<file path="src/rtl/age_sweep_tx_if.sv">
// age_sweep_tx_if: valid/ready stream that carries one age value and its
// reference classification tag from the sweep transmitter to a receiver.
interface age_sweep_tx_if #(
  parameter int AGE_W = 8
);
  logic [AGE_W-1:0] age;
  logic [2:0]       tag;
  logic             valid;
  logic             ready;

  modport master (
    output age,
    output tag,
    output valid,
    input  ready
  );

  modport slave (
    input  age,
    input  tag,
    input  valid,
    output ready
  );
endinterface

</file>
<file path="src/rtl/age_sweep_tx.sv">
// age_sweep_tx: streams ages AGE_MIN, AGE_MIN+STEP, ... up to AGE_MAX over a
// valid/ready handshake. Each age travels with a tag holding the expected
// eligibility result so the receiving classifier can be checked directly.
// Build option AGE_SWEEP_TX_WRAP_EN: the sweep wraps back to AGE_MIN forever
// (done pulses at each wrap) instead of ending after a single pass.
module age_sweep_tx #(
  parameter int AGE_W   = 8,
  parameter int AGE_MIN = 0,
  parameter int AGE_MAX = 40,
  parameter int STEP    = 1
) (
  input  logic           clk,
  input  logic           rst_n,
  input  logic           start,
  input  logic           abort,
  age_sweep_tx_if.master tx,
  output logic           busy,
  output logic           done,
  output logic [15:0]    sent_cnt
);

  localparam logic [1:0] S_IDLE = 2'd0;
  localparam logic [1:0] S_SEND = 2'd1;
  localparam logic [1:0] S_DONE = 2'd2;

  // The sum is formed one bit wider so that age+STEP past the top of the
  // AGE_W range still compares correctly against AGE_MAX.
  localparam logic [AGE_W-1:0] AGE_FIRST = AGE_W'(AGE_MIN);
  localparam logic [AGE_W:0]   AGE_LAST  = (AGE_W+1)'(AGE_MAX);
  localparam logic [AGE_W:0]   AGE_INC   = (AGE_W+1)'(STEP);

  logic [1:0]       state;
  logic [AGE_W-1:0] age_q;
  logic [2:0]       tag_q;
  logic             valid_q;
  logic [AGE_W:0]   age_sum;
  logic             xfer;
  logic             past_end;

  // Reference classification: bit0 vote (>18), bit1 candidate (>30), bit2 age==10.
  function automatic logic [2:0] classify(input logic [AGE_W-1:0] a);
    logic [31:0] v;
    v = 32'(a);
    return {v == 32'd10, v > 32'd30, v > 32'd18};
  endfunction

  // Handshake decode and next-age arithmetic.
  always_comb begin
    xfer     = valid_q && tx.ready;
    age_sum  = {1'b0, age_q} + AGE_INC;
    past_end = age_sum > AGE_LAST;
  end

  // Sweep sequencer: every output is a register, so ready only steers state.
  always_ff @(posedge clk or negedge rst_n) begin
    if (!rst_n) begin
      state    <= S_IDLE;
      age_q    <= '0;
      tag_q    <= '0;
      valid_q  <= 1'b0;
      busy     <= 1'b0;
      done     <= 1'b0;
      sent_cnt <= '0;
    end else begin
      done <= 1'b0;
      case (state)
        S_IDLE: begin
          if (start) begin
            state    <= S_SEND;
            age_q    <= AGE_FIRST;
            tag_q    <= classify(AGE_FIRST);
            valid_q  <= 1'b1;
            busy     <= 1'b1;
            sent_cnt <= '0;
          end
        end

        S_SEND: begin
          // A transfer landing on the same edge as abort still counts.
          if (xfer && sent_cnt != 16'hFFFF) begin
            sent_cnt <= sent_cnt + 16'd1;
          end
          if (abort) begin
            state   <= S_IDLE;
            valid_q <= 1'b0;
            busy    <= 1'b0;
          end else if (xfer) begin
            if (past_end) begin
`ifdef AGE_SWEEP_TX_WRAP_EN
              age_q <= AGE_FIRST;
              tag_q <= classify(AGE_FIRST);
              done  <= 1'b1;
`else
              state   <= S_DONE;
              valid_q <= 1'b0;
              busy    <= 1'b0;
              done    <= 1'b1;
`endif
            end else begin
              age_q <= age_sum[AGE_W-1:0];
              tag_q <= classify(age_sum[AGE_W-1:0]);
            end
          end
        end

        S_DONE: begin
          state <= S_IDLE;
        end

        default: begin
          state   <= S_IDLE;
          valid_q <= 1'b0;
          busy    <= 1'b0;
        end
      endcase
    end
  end

  assign tx.age   = age_q;
  assign tx.tag   = tag_q;
  assign tx.valid = valid_q;

endmodule

</file>
<file path="src/flat_wrapper.sv">
// flat-port wrapper written by rule: the top's interface ports become plain ports
module age_sweep_tx_flat 
#(
  parameter int AGE_W   = 8,
  parameter int AGE_MIN = 0,
  parameter int AGE_MAX = 40,
  parameter int STEP    = 1
)
  (clk, rst_n, start, abort, busy, done, sent_cnt, tx_age, tx_tag, tx_valid, tx_ready);
  age_sweep_tx_if #(.AGE_W(AGE_W)) tx_i ();
  input  logic clk;
  input  logic rst_n;
  input  logic start;
  input  logic abort;
  output logic busy;
  output logic done;
  output logic [15:0] sent_cnt;
  output wire logic [$bits(tx_i.age)-1:0] tx_age;
  output wire logic [$bits(tx_i.tag)-1:0] tx_tag;
  output wire logic [$bits(tx_i.valid)-1:0] tx_valid;
  input wire logic [$bits(tx_i.ready)-1:0] tx_ready;
  assign tx_age = tx_i.age;
  assign tx_tag = tx_i.tag;
  assign tx_valid = tx_i.valid;
  assign tx_i.ready = tx_ready;
  age_sweep_tx #(.AGE_W(AGE_W), .AGE_MIN(AGE_MIN), .AGE_MAX(AGE_MAX), .STEP(STEP)) u_core (.clk(clk), .rst_n(rst_n), .start(start), .abort(abort), .tx(tx_i), .busy(busy), .done(done), .sent_cnt(sent_cnt));
endmodule
</file>
<file path="config.mk">
export PLATFORM = sky130hd
export DESIGN_NAME = age_sweep_tx_flat
export DESIGN_NICKNAME = d
export VERILOG_FILES = /design/src/rtl/age_sweep_tx_if.sv /design/src/rtl/age_sweep_tx.sv /design/src/flat_wrapper.sv
export SDC_FILE = /design/constraint.sdc
export NUM_CORES = 1
export LEC_CHECK = 0
export CAP_MARGIN = 10
export CORE_ASPECT_RATIO = 0.6
export CORE_MARGIN = 5
export CORE_UTILIZATION = 56
export CTS_BUF_LIST = sky130_fd_sc_hd__clkbuf_4 sky130_fd_sc_hd__clkbuf_8 sky130_fd_sc_hd__clkbuf_16
export DETAILED_ROUTE_END_ITERATION = 16
export DONT_BUFFER_PORTS = 1
export PLACE_DENSITY = 0.77
export SETUP_SLACK_MARGIN = 0.05
export SLEW_MARGIN = 5
export SYNTH_ARGS = -nofsm -noshare
export SYNTH_HDL_FRONTEND = slang
export SYNTH_SLANG_ARGS = --single-unit
</file>
<file path="constraint.sdc">
create_clock -name clk -period 2.4 [get_ports clk]
set_clock_uncertainty 0.05 [all_clocks]
set_input_delay 0.36 -clock clk [delete_from_list [all_inputs] [get_ports clk]]
set_output_delay 0.36 -clock clk [all_outputs]
set_load 0.02 [all_outputs]
</file>
==> results.cfg <==
[yosys]
synth_largest_area_cell = dfrtp_1
seq_area_frac_synth = 0.419
synth_xor_area_frac = 0.0378
synth_ff_type = dfrtp_1
synthSimpleGateAreaFrac = 0.272
netlist.area_leader.share = 0.419
synth_cells = 201
synth_compound_area_frac = 0.159
yosysWarnings = 0
synth_top_family_by_area = simple AND/OR/NAND/NOR gates
async_reset_ff_frac = 1.00
synth-edff-count = 0
yosys-top-cells-area = dfrtp_1 42%, o211ai_1 4.1%, nor2_1 3.9%
synth_cell_types = 48
ys_ff_latch = 31
synthesis.area_sq_um = 1850
synth_fa_ha_area_frac = 0.0203
avgSynthCellArea_sq_um = 9.21
muxShareOfSynthArea = 0.0392
synth_fp_nets = 209

[layout]
antenna_cells = 0
drive_above_1_share = 0.185
fill_cells = 274
area_delta_synth_final_pct = 16.5
final_nets = 229

[clock_network]
clk_latency_ns = 0.28
cts_post_setup_buffers_inserted = 0
cts_tree = built
cts-root-buf = clkbuf_8
numCtsBuffers = 5
clk_pin_slew_ns = 0.07
ctsLongestPathBuffers = 2
cts_sinks = 31
htree_levels = 2

[critical_path]
crit_path_end_kind = register
cp_top_family = simple AND/OR/NAND/NOR gates
crit_fanout = 6
slowest_delay_ns = 0.55
path_cells = ha_1, buf_4, or4_1, a21oi_2, o21ai_1, and3_1
crit_slowest_cell = or4_1
start_kind = register
crit_arrival_ns = 2.32
crit_type = reg -> reg
cp.required_ns = 2.52
path_buf_inv = 1

[grt]
overflow = 0
antenna_found_initial = 0
grt_start_max_net_pins = 32
grt.total_usage = 0.231
grt_pass1_wl_microns = 8040
grt_pass1_vias = 1602

[detailed_routing]
dr.pass1.iters = 4
wl_met1_microns = 2220
wl_met3_microns = 454
drt_iter0_markers = 115
highest_layer = met4
via_per_inst = 6.32
drt_wl_total_microns = 4820
vias = 1687
wl_per_cell_microns = 18.0
ant_nets = 0
routed-wl-met2_microns = 2120
drcViolationCount = 0

[floorplanning]
fp.dieW_microns = 84.2
die_area_sq_um = 4590
rows = 16
fp.dieH_microns = 54.5
start_util = 0.575
ioPinCount = 35
core-area_sq_um = 3220

[job]
cap_violations = 0

[power_and_ir_drop]
power_w = 0.00192
leakage_nw = 0.908
ir_drop_mv = 0.466
power.density_nw_per_um2 = 889

[sta]
setup_tns_ns = 0
worst_pin_slew_ns = 0.519
timing.final.crit_share = 0.915
rsz0062_at_grt = no
holdWs_ns = 0.0955
slew_violations = 0
max_freq_mhz = 455
max_slew_margin = 0.654
fin_ws_ns = 0.204
hold_viol = 0
setup_viol = 0
fin_crit_ns = 2.20

[placement]
port_buffers = 0
hpwl_microns = 3580
gp_congestion = 0.900
place_ws_ns = 0.249

[run_status]
status = completed

[hold_path]
hp-class = in -> reg
worst reg2reg max path, stage by stage (launching register included):
cell	delay (ns)
dfrtp_1	0.39
ha_1	0.24
buf_4	0.17
or4_1	0.55
a21oi_2	0.28
o21ai_1	0.18
and3_1	0.22
worst paths after layout:
check	slack, ns	endpoint	cells past startpoint	from
worst min-delay path	0.1	u_core.state[1]$_DFFE_PN0P_	1	abort
max in group asynchronous	1.67	u_core.sent_cnt[3]$_DFFE_PN0P_	2	rst_n
min in group asynchronous	0.46	u_core.tx.age[6]$_DFFE_PN0P_	2	rst_n
worst min register to register	0.56	u_core.tx.valid$_DFFE_PN0P_	1	u_core.state[0]$_DFFE_PN0P_
worst max register to register	0.20	u_core.tx.age[6]$_DFFE_PN0P_	6	u_core.tx.age[0]$_DFFE_PN0P_
worst max-delay path	0.20	u_core.tx.age[6]$_DFFE_PN0P_	6	u_core.tx.age[0]$_DFFE_PN0P_
report_power, final:
| part | leakage [nW] | internal (W) | switching, W |
|---|---|---|---|
| Sequential | 0.419 | 0.000597 | 0.000113 |
| Clock | 0.0612 | 0.000336 | 0.000202 |
| Combinational | 0.428 | 0.000252 | 0.000418 |
| Total | 0.908 | 0.00118 | 0.000733 |
cells by family after synthesis:
| logic type | Yosys count |
|---|---|
| AND/OR/NAND/NOR | 89 |
| AO/OA/AOI/OAI | 43 |
| flip-flops | 31 |
| buffers and inverters | 20 |
| XOR/XNOR | 8 |
| multiplexers | 7 |
| adder cells (fa/ha/maj) | 3 |
metal layers:
layer	track usage	vias up
met5	0	-
met4	0.0615	0
met3	0.0707	4
met2	0.348	76
met1	0.325	821
li1	-	786
layout by cell type (no fill, tap or decap), types with 5 or more instances in the layout:
cell type / instances
o211ai_1: 10
mux2i_1: 5
xor2_1: 6
nand2_1: 12
or3_1: 6
nand3_1: 12
nor2_1: 19
dfrtp_1: 31
a21oi_1: 7
inv_1: 10
o21ai_0: 9
or4_1: 7
buf_4: 21
clkbuf_8: 6
sequential cells by signal (all words and copies together), names as in the netlist:
name and cells:
u_core.done 1, u_core.sent_cnt 16, u_core.state 2, u_core.tx.age 8
u_core.tx.tag 3, u_core.tx.valid 1
cell usage after synthesis (2+ instances only):
cell type	instances
nor4_1	4
a21oi_1	7
nor2_1	19
and3_1	2
clkbuf_1	3
mux2i_1	5
or2_2	2
ha_1	3
nand4_1	4
dfrtp_1	31
nor3_1	2
nand3_1	12
o211ai_1	10
xor2_1	6
nand2_1	12
or4_1	7
xnor2_1	2
buf_4	6
nor3b_1	2
o31ai_1	4
or3_1	6
nand4b_1	2
and2_1	3
o21ai_0	9
nand3_2	2
o2111ai_1	4
inv_1	10
o221ai_1	2
final cells by class:
class                      count  area (sq um)  area share
multi-input combinational    150           982       0.455
inverter                      10          37.5      0.0174
tap                           45          56.3      0.0261
clock inverter                 2          35.0      0.0162
clock buffer                   6          82.6      0.0383
sequential                    31           776       0.360
timing repair buffer          23           188      0.0870
through the flow:
step,std cells,area (sq um),util
after global routing,267,2160,0.669
after floorplan,201,1850,-
final,267,2160,0.669
after global placement,257,2000,0.622
after CTS,267,2150,0.668
after detailed placement,257,2000,0.622
what timing repair did:
action	in CTS	in global routing
hold buffers	2	0
endpoints found under the setup margin	0	1
resized for setup	0	1
hold endpoints to repair	31	0
No activity file was read; power rests on OpenSTA's default activity.
